## src/rtl/huff_bit_chunker.sv

```systemverilog
// Bitstream chunker ahead of the Huffman decoder's shift stage: takes WORD_W-bit
// words over valid/ready and emits MSB-first chunks of up to CHUNK_W bits.
module huff_bit_chunker #(
  parameter int WORD_W  = 16,
  parameter int CHUNK_W = 4,
  parameter int NB_W    = 5
) (
  input  logic              clk,
  input  logic              reset,
  input  logic [WORD_W-1:0] word_in,
  input  logic              word_valid,
  output logic              word_ready,
  input  logic              word_last,
  input  logic [NB_W-1:0]   last_nbits,
  output logic [3:0]        out_bits,
  output logic [2:0]        out_len,
  output logic              out_valid,
  input  logic              aready,
  output logic              out_last,
  output logic              busy,
  output logic [15:0]       chunk_count
);

  localparam int RW = $clog2(WORD_W + 1);
  localparam logic [RW-1:0] CW = RW'(CHUNK_W);
  localparam logic [RW-1:0] WW = RW'(WORD_W);

  typedef enum logic {S_EMPTY, S_HOLD} state_t;

  state_t            r_state, w_state_nx;
  logic [WORD_W-1:0] r_word, w_word_nx;
  logic [RW-1:0]     r_rem, w_rem_nx;
  logic              r_last, w_last_nx;
  logic [RW-1:0]     w_len, w_len_nx;
  logic              w_xfer, w_acc, w_hold_nx;
  logic [CHUNK_W-1:0] w_top;
  logic [3:0]        w_bits_nx;

  assign w_len = (r_rem < CW) ? r_rem : CW;
  assign busy  = (r_state == S_HOLD);

  always_comb begin
    w_state_nx = r_state;
    w_word_nx  = r_word;
    w_rem_nx   = r_rem;
    w_last_nx  = r_last;
    w_xfer     = (r_state == S_HOLD) & aready;
    word_ready = (r_state == S_EMPTY) | (w_xfer & (r_rem <= CW));
    w_acc      = word_valid & word_ready;
    if (w_xfer) begin
      w_word_nx = r_word << w_len;
      w_rem_nx  = r_rem - w_len;
      if (r_rem == w_len) w_state_nx = S_EMPTY;
    end
    // A new word overrides the final-chunk drain so there is no bubble.
    if (w_acc) begin
      w_state_nx = S_HOLD;
      w_word_nx  = word_in;
      w_last_nx  = word_last;
      w_rem_nx   = WW;
      if (word_last && (last_nbits != '0) && (last_nbits <= NB_W'(WORD_W)))
        w_rem_nx = RW'(last_nbits);
    end
    w_hold_nx = (w_state_nx == S_HOLD);
    w_len_nx  = (w_rem_nx < CW) ? w_rem_nx : CW;
    w_top     = w_word_nx[WORD_W-1 -: CHUNK_W];
    w_bits_nx = 4'(w_top >> (CW - w_len_nx));
  end

  always_ff @(posedge clk or posedge reset) begin
    if (reset) begin
      r_state     <= S_EMPTY;
      r_word      <= '0;
      r_rem       <= '0;
      r_last      <= 1'b0;
      out_valid   <= 1'b0;
      out_bits    <= '0;
      out_len     <= '0;
      out_last    <= 1'b0;
      chunk_count <= '0;
    end else begin
      r_state     <= w_state_nx;
      r_word      <= w_word_nx;
      r_rem       <= w_rem_nx;
      r_last      <= w_last_nx;
      out_valid   <= w_hold_nx;
      out_bits    <= w_hold_nx ? w_bits_nx : 4'd0;
      out_len     <= w_hold_nx ? 3'(w_len_nx) : 3'd0;
      out_last    <= w_hold_nx & w_last_nx & (w_rem_nx <= CW);
      chunk_count <= chunk_count + 16'(w_xfer);
    end
  end

endmodule
```

## config.mk

```make
export PLATFORM = sky130hd
export DESIGN_NAME = huff_bit_chunker
export DESIGN_NICKNAME = d
export VERILOG_FILES = /design/src/rtl/huff_bit_chunker.sv
export SDC_FILE = /design/constraint.sdc
export NUM_CORES = 1
export LEC_CHECK = 0
export ABC_CLOCK_PERIOD_IN_PS = 5400
export BUFFER_PORTS_ARGS = -buffer_cell sky130_fd_sc_hd__buf_2
export CORE_MARGIN = 2
export CORE_UTILIZATION = 55
export CTS_CLUSTER_DIAMETER = 50
export CTS_CLUSTER_SIZE = 24
export DETAILED_ROUTE_END_ITERATION = 7
export PLACE_DENSITY_LB_ADDON = 0.08
export SETUP_SLACK_MARGIN = 0.05
export SLEW_MARGIN = 20
export SYNTH_ARGS = -nofsm -noshare
export SYNTH_HDL_FRONTEND = slang
export SYNTH_SLANG_ARGS = --single-unit
```

## constraint.sdc

```tcl
create_clock -name clk -period 5.4 [get_ports clk]
set_input_delay 0.27 -clock clk [delete_from_list [all_inputs] [get_ports clk]]
set_output_delay 0.27 -clock clk [all_outputs]
set_load 0.02 [all_outputs]
```

### Word-level counts from Yosys, hierarchy flattened

Index checks and enable logic that the tools add are counted.

| cells by class | value |
|---|---|
| $add $sub $neg | 3 |
| $lt $le $gt $ge | 5 |
| equality and inequality tests | 1 |
| shifts and indexed selects | 2 |
| mux-type cells | 13 |
| bitwise operators | 7 |
| reduce and logical (&&, ||, !) cells | 4 |

Operators with widths:

| cell | number |
|---|---|
| 16-bit 2-to-1 mux | 2 |
| 5-bit 2-to-1 mux | 5 |
| 16-bit by 1-bit adder with 16-bit output | 1 |
| 16-bit by 5-bit left shift with 16-bit output | 1 |
| 5-bit by 3-bit less-or-equal comparator with 1-bit output (second input constant) | 2 |
| 5-bit by 3-bit < comparator with 1-bit output (second input constant) | 2 |
| 1-bit AND | 5 |
| 5-bit equality test | 1 |
| 5-bit less-or-equal comparator (second input constant) | 1 |
| 5-bit nonzero test | 1 |
| 4-bit by 5-bit >> shifter with 4-bit output | 1 |
| 3-bit by 5-bit subtractor with 5-bit output (first input constant) | 1 |
| 5-bit subtractor | 1 |
| 1-bit 2-to-1 mux | 4 |
| 4-bit 2-to-1 mux | 1 |
| 3-bit 2-to-1 mux | 1 |
| 1-bit logical AND | 2 |
| 2-bit nonzero test | 1 |
| 1-bit NOT | 1 |
| 1-bit OR | 1 |

| word-level totals | value |
|---|---|
| register bits after elaboration | 47 |
| output and inout port bits | 27 |
| word-level logic and storage cells | 44 |

### Depth between registers and ports, before layout

| logic depth | value |
|---|---|
| depth in word-level cells | 10 |
| gate-level depth with buffers | 16 |
| gate-level depth less buffers | 13 |

### Least setup slack after synthesis

No wires, ideal clock.

| path | value |
|---|---|
| path type | register to register |
| from | register r_rem[4] |
| to | register out_bits[1] |
| library setup time | 0.082 ns |
| arrival | 3.464 ns |
| data required time | 5.318 ns |
| slack | 1.854 ns |
| stages on the path, launching flop included | 14 |
| path buffers | 2 |
| period minus slack after synthesis | 3.546 ns |
| cell sequence | dfrtp_1 -> or3_1 -> clkbuf_1 -> clkbuf_1 -> nand2_1 -> ha_1 -> o21a_1 -> o21ai_0 -> o221ai_2 -> o31ai_4 -> nand2_1 -> ha_1 -> or4_1 -> a31oi_1 |

| between the ends | value |
|---|---|
| longest elaborated chain between the ends | 10 |
| elaborated cells on any way between the ends | 21 |
| those cells by class | 2 x add/sub; 3 x order compare; 1 x eq/ne; 2 x shift; 10 x mux; 3 x bitwise |

Ends and longest elaborated chain:

| what | RTL line | source |
|---|---|---|
| start, declared | 32 | `logic [RW-1:0] r_rem, w_rem_nx;` |
| start signal, assigned | 84 | `r_rem <= w_rem_nx;` |
| 5-bit by 3-bit < comparator with 1-bit output or 5-bit by 3-bit less-or-equal comparator with 1-bit output (tied branches) | 39, 48 |  |
| 5-bit 2-to-1 mux or 1-bit AND (tied branches) | 39, 48 |  |
| 5-bit subtractor or 1-bit OR (tied branches) | 52, 48 |  |
| 5-bit 2-to-1 mux or 1-bit AND (tied branches) | 50, 49 |  |
| 5-bit 2-to-1 mux | 56 | `if (w_acc) begin` |
| 5-bit by 3-bit < comparator with 1-bit output | 65 | `w_len_nx = (w_rem_nx < CW) ? w_rem_nx : CW;` |
| 5-bit 2-to-1 mux | 65 |  |
| 3-bit by 5-bit subtractor with 5-bit output | 67 | `w_bits_nx = 4'(w_top >> (CW - w_len_nx));` |
| 4-bit by 5-bit >> shifter with 4-bit output | 67 |  |
| 4-bit 2-to-1 mux * | 87 | `out_bits <= w_hold_nx ? w_bits_nx : 4'd0;` |
| end signal, assigned | 87 |  |
| end, declared | 15 | `output logic [3:0] out_bits,` |

Mark *: on every way between the ends. The rest lies on a longest branch, timed or not. The select of a mux whose other input is x is not followed.
A chain may end at the register's enable or synchronous reset.

### Final worst setup path

| path | value |
|---|---|
| from | register r_rem[2] |
| to | register out_bits[1] |

Same word-level chain as after synthesis.

==> flow_metrics.tcl <==
set metrics [dict create \
    fin_nets 379 \
    clock_latency_ns 0.30 \
    antenna_found_initial 0 \
    met1_usage_pct 35.3 \
    die_h_um 75.3 \
    path_cells "or3_1 -> nand2_1 -> ha_1 -> o21a_1 -> o21ai_0 -> o221ai_2 -> o31ai_4 -> nand2_1 -> ha_1 -> or4_1 -> a31oi_1" \
    finalSetupViolations 0 \
    grt-ovfl-total 0 \
    holdBufCountCts 0 \
    cp-end-kind "flop" \
    p_int_w 0.000959 \
    worst_hold_slack_ns 0.0910 \
    hp-class "in2async" \
    pwr-share-seq_pct 36.3 \
    arrival_ns 3.99 \
    post-route-period-util_pct 69.8 \
    synth-seq-cells 47 \
    via_per_inst 6.00 \
    relSlewSlack_pct 44.8 \
    switching_power_w 0.000785 \
    syn_to_final_growth_pct 14.5 \
    synth_nets 331 \
    crit_required_ns 5.62 \
    grt_use_total_pct 25.8 \
    antenna_left 0 \
    avgSynthCellArea_um2 9.30 \
    core_um2 4820 \
    start_util_pct 58.1 \
    leakagePower_nw 1.53 \
    dpl.hpwl_um 4930 \
    grt_max_degree 48 \
    path_max_fanout 19 \
    cts_buffer_depth 2 \
    ff2ff_setup_slack_ns 1.63 \
    combinationalPowerShare_pct 49.2 \
    clockPowerShare_pct 14.6 \
    die_w_um 75.3 \
    boundaryPins 53 \
    startpoint_type "flop" \
    cts_tree "built" \
    p_sw_share_pct 45.0 \
    setup_tns_ns 0 \
    ys_seq_area_share_pct 42.0 \
    drc_errors 0 \
    routed_wirelength_um 6780 \
    synth_cell_types 62 \
    finalClockSkew_ns 0.00966 \
    r2r_start "r_rem[2]" \
    gp_congestion 0.961 \
    final_cell_mix "buf_2 (52), dfrtp_1 (47), nand2_1 (39), nor2_1 (31)" \
    status "finished, final reports clean" \
    synthArstFlopShare_pct 100 \
    cts_sinks 47 \
    cts_root_buf "clkbuf_8" \
    fmax_mhz 265 \
    cts_max_level 2 \
    num_vias 2498 \
    worstSetupPathType "reg2reg" \
    synth_edf_count 0 \
    dieArea_um2 5680 \
    syn_area_um2 2800 \
    reg2regPathDepth 11 \
    mostFrequentLayoutCell "buf_2" \
    grt_pass1_wl_um 11100 \
    cts_setup_buffers 0 \
    drv_slew 0 \
    tightest_slew_ns 0.823 \
    max_cap_viol_count 0 \
    n_antenna_cell 0 \
    grt-busiest-layer "met2" \
    crit_slowest_cell "or3_1" \
    row_count 25 \
    cpPeakStageDelay_ns 0.55 \
    portBuffers 52 \
    grt_pass1_vias 2354 \
    drive_above_1_share_pct 23.2 \
    syn_inst 301 \
    rsz0062_at_grt "false" \
    cts_resized 0 \
    firstDrtPassIters 4 \
    avgRoutedWirePerCell_um 16.3 \
    synth_flop_cell "dfrtp_1" \
    met3_usage_pct 5.16 \
    p_per_area_nw_per_um2 544 \
    peakVddDrop_v 0.000365 \
    yosys_warnings 0 \
    drt_first_iter_violations 178 \
    rr_endpoint "out_bits[1]" \
    cts_buffers 5 \
    clk_pin_slew_ns 0.09 \
    gr-usage-met2_pct 40.5 \
    power_w 0.00174 \
    hold_viol 0 \
    finalCriticalPeriod_ns 3.77 \
]
## cell usage after synthesis, drive strengths merged (4+ instances only)
cell / n / area, um2
o21a: 6 / 53.8
a22oi: 4 / 30.0
and3: 6 / 37.5
xor2: 4 / 35.0
buf: 6 / 31.3
mux2i: 17 / 170
o21ai: 14 / 70.1
nand3: 11 / 55.1
dfrtp: 47 / 1180
nor3: 6 / 35.0
nor2: 31 / 116
ha: 4 / 50.1
xnor2: 11 / 96.3
nand2: 41 / 169
a21oi: 17 / 85.1
a221o: 4 / 40.0
inv: 7 / 26.3
a211oi: 10 / 75.1
clkbuf: 7 / 26.3
## per-layer routing
metal	wire length, um	up-vias
met4	131	0
met5	0	-
li1	-	1193
met3	480	15
met1	3000	1190
met2	3170	100
## sequential cells by signal, summed over array words and instances, names as in the netlist
| name | flops |
|---|---|
| chunk_count | 16 |
| out_bits | 4 |
| out_last | 1 |
| out_len | 3 |
| r_rem | 5 |
| busy | 1 |
| r_last | 1 |
| r_word | 16 |
## power groups by stage
stage          Sequential [W]  Clock, W  Combinational, W
5_1_grt              0.000649  0.000271          0.000953
6_report             0.000632  0.000254          0.000857
3_5_place_dp         0.000632         0          0.000850
3_3_place_gp         0.000624         0          0.000828
4_1_cts              0.000628  0.000256          0.000853
2_1_floorplan        0.000623         0          0.000632
## through the flow
stage / cells / utilization [%] / cell area, um2 / worst slack (ns)
2_1_floorplan: 301 / - / 2800 / 1.85
5_1_grt: 416 / 66.5 / 3200 / 1.29
6_report: 416 / 66.5 / 3200 / 1.63
4_1_cts: 416 / 66.5 / 3200 / 1.66
3_5_place_dp: 409 / 64.4 / 3100 / 1.68
3_3_place_gp: 409 / 64.4 / 3100 / 1.81
## critical path: cells and delay by family, from the launching register on
kind | cells | cell delay (ns)
fa+ha+maj | 2 | 0.67
simple gates | 4 | 1.34
flops | 1 | 0.51
compound gates | 5 | 1.16
## area by class of cell
| class | instances | area (um2) |
|---|---|---|
| Timing Repair Buffer | 54 | 275 |
| Tap cell | 67 | 83.8 |
| Fill cell | 434 | 1610 |
| Multi-Input combinational cell | 233 | 1530 |
| Inverter | 8 | 36.3 |
| Sequential cell | 47 | 1180 |
| Clock inverter | 1 | 30.0 |
| Clock buffer | 6 | 72.6 |
## worst max path at each step
| stage | endpoint | start | cells past startpoint |
|---|---|---|---|
| 2_1_floorplan | out_bits[1] | r_rem[4] | 13 |
| 3_3_place_gp | out_bits[1] | r_rem[4] | 11 |
| 3_5_place_dp | out_bits[1] | r_rem[4] | 11 |
| 4_1_cts | out_bits[1] | r_rem[4] | 11 |
| 5_1_grt | out_bits[1] | r_rem[4] | 11 |
| 6_report | out_bits[1] | r_rem[2] | 11 |
## kinds of logic (layout without fill, tap and decap cells)
family	count (synthesis)	count (layout)	share of synthesized area, %
XOR/XNOR	15	15	4.69
AO/OA/AOI/OAI	83	83	22.5
flip-flops	47	47	42.0
multiplexers	18	18	6.48
buffers and inverters	21	69	3.31
other	1	1	0.134
AND/OR/NAND/NOR	112	112	19.1
adder cells (fa/ha/maj)	4	4	1.79
Power figures use the tool's default switching activity.
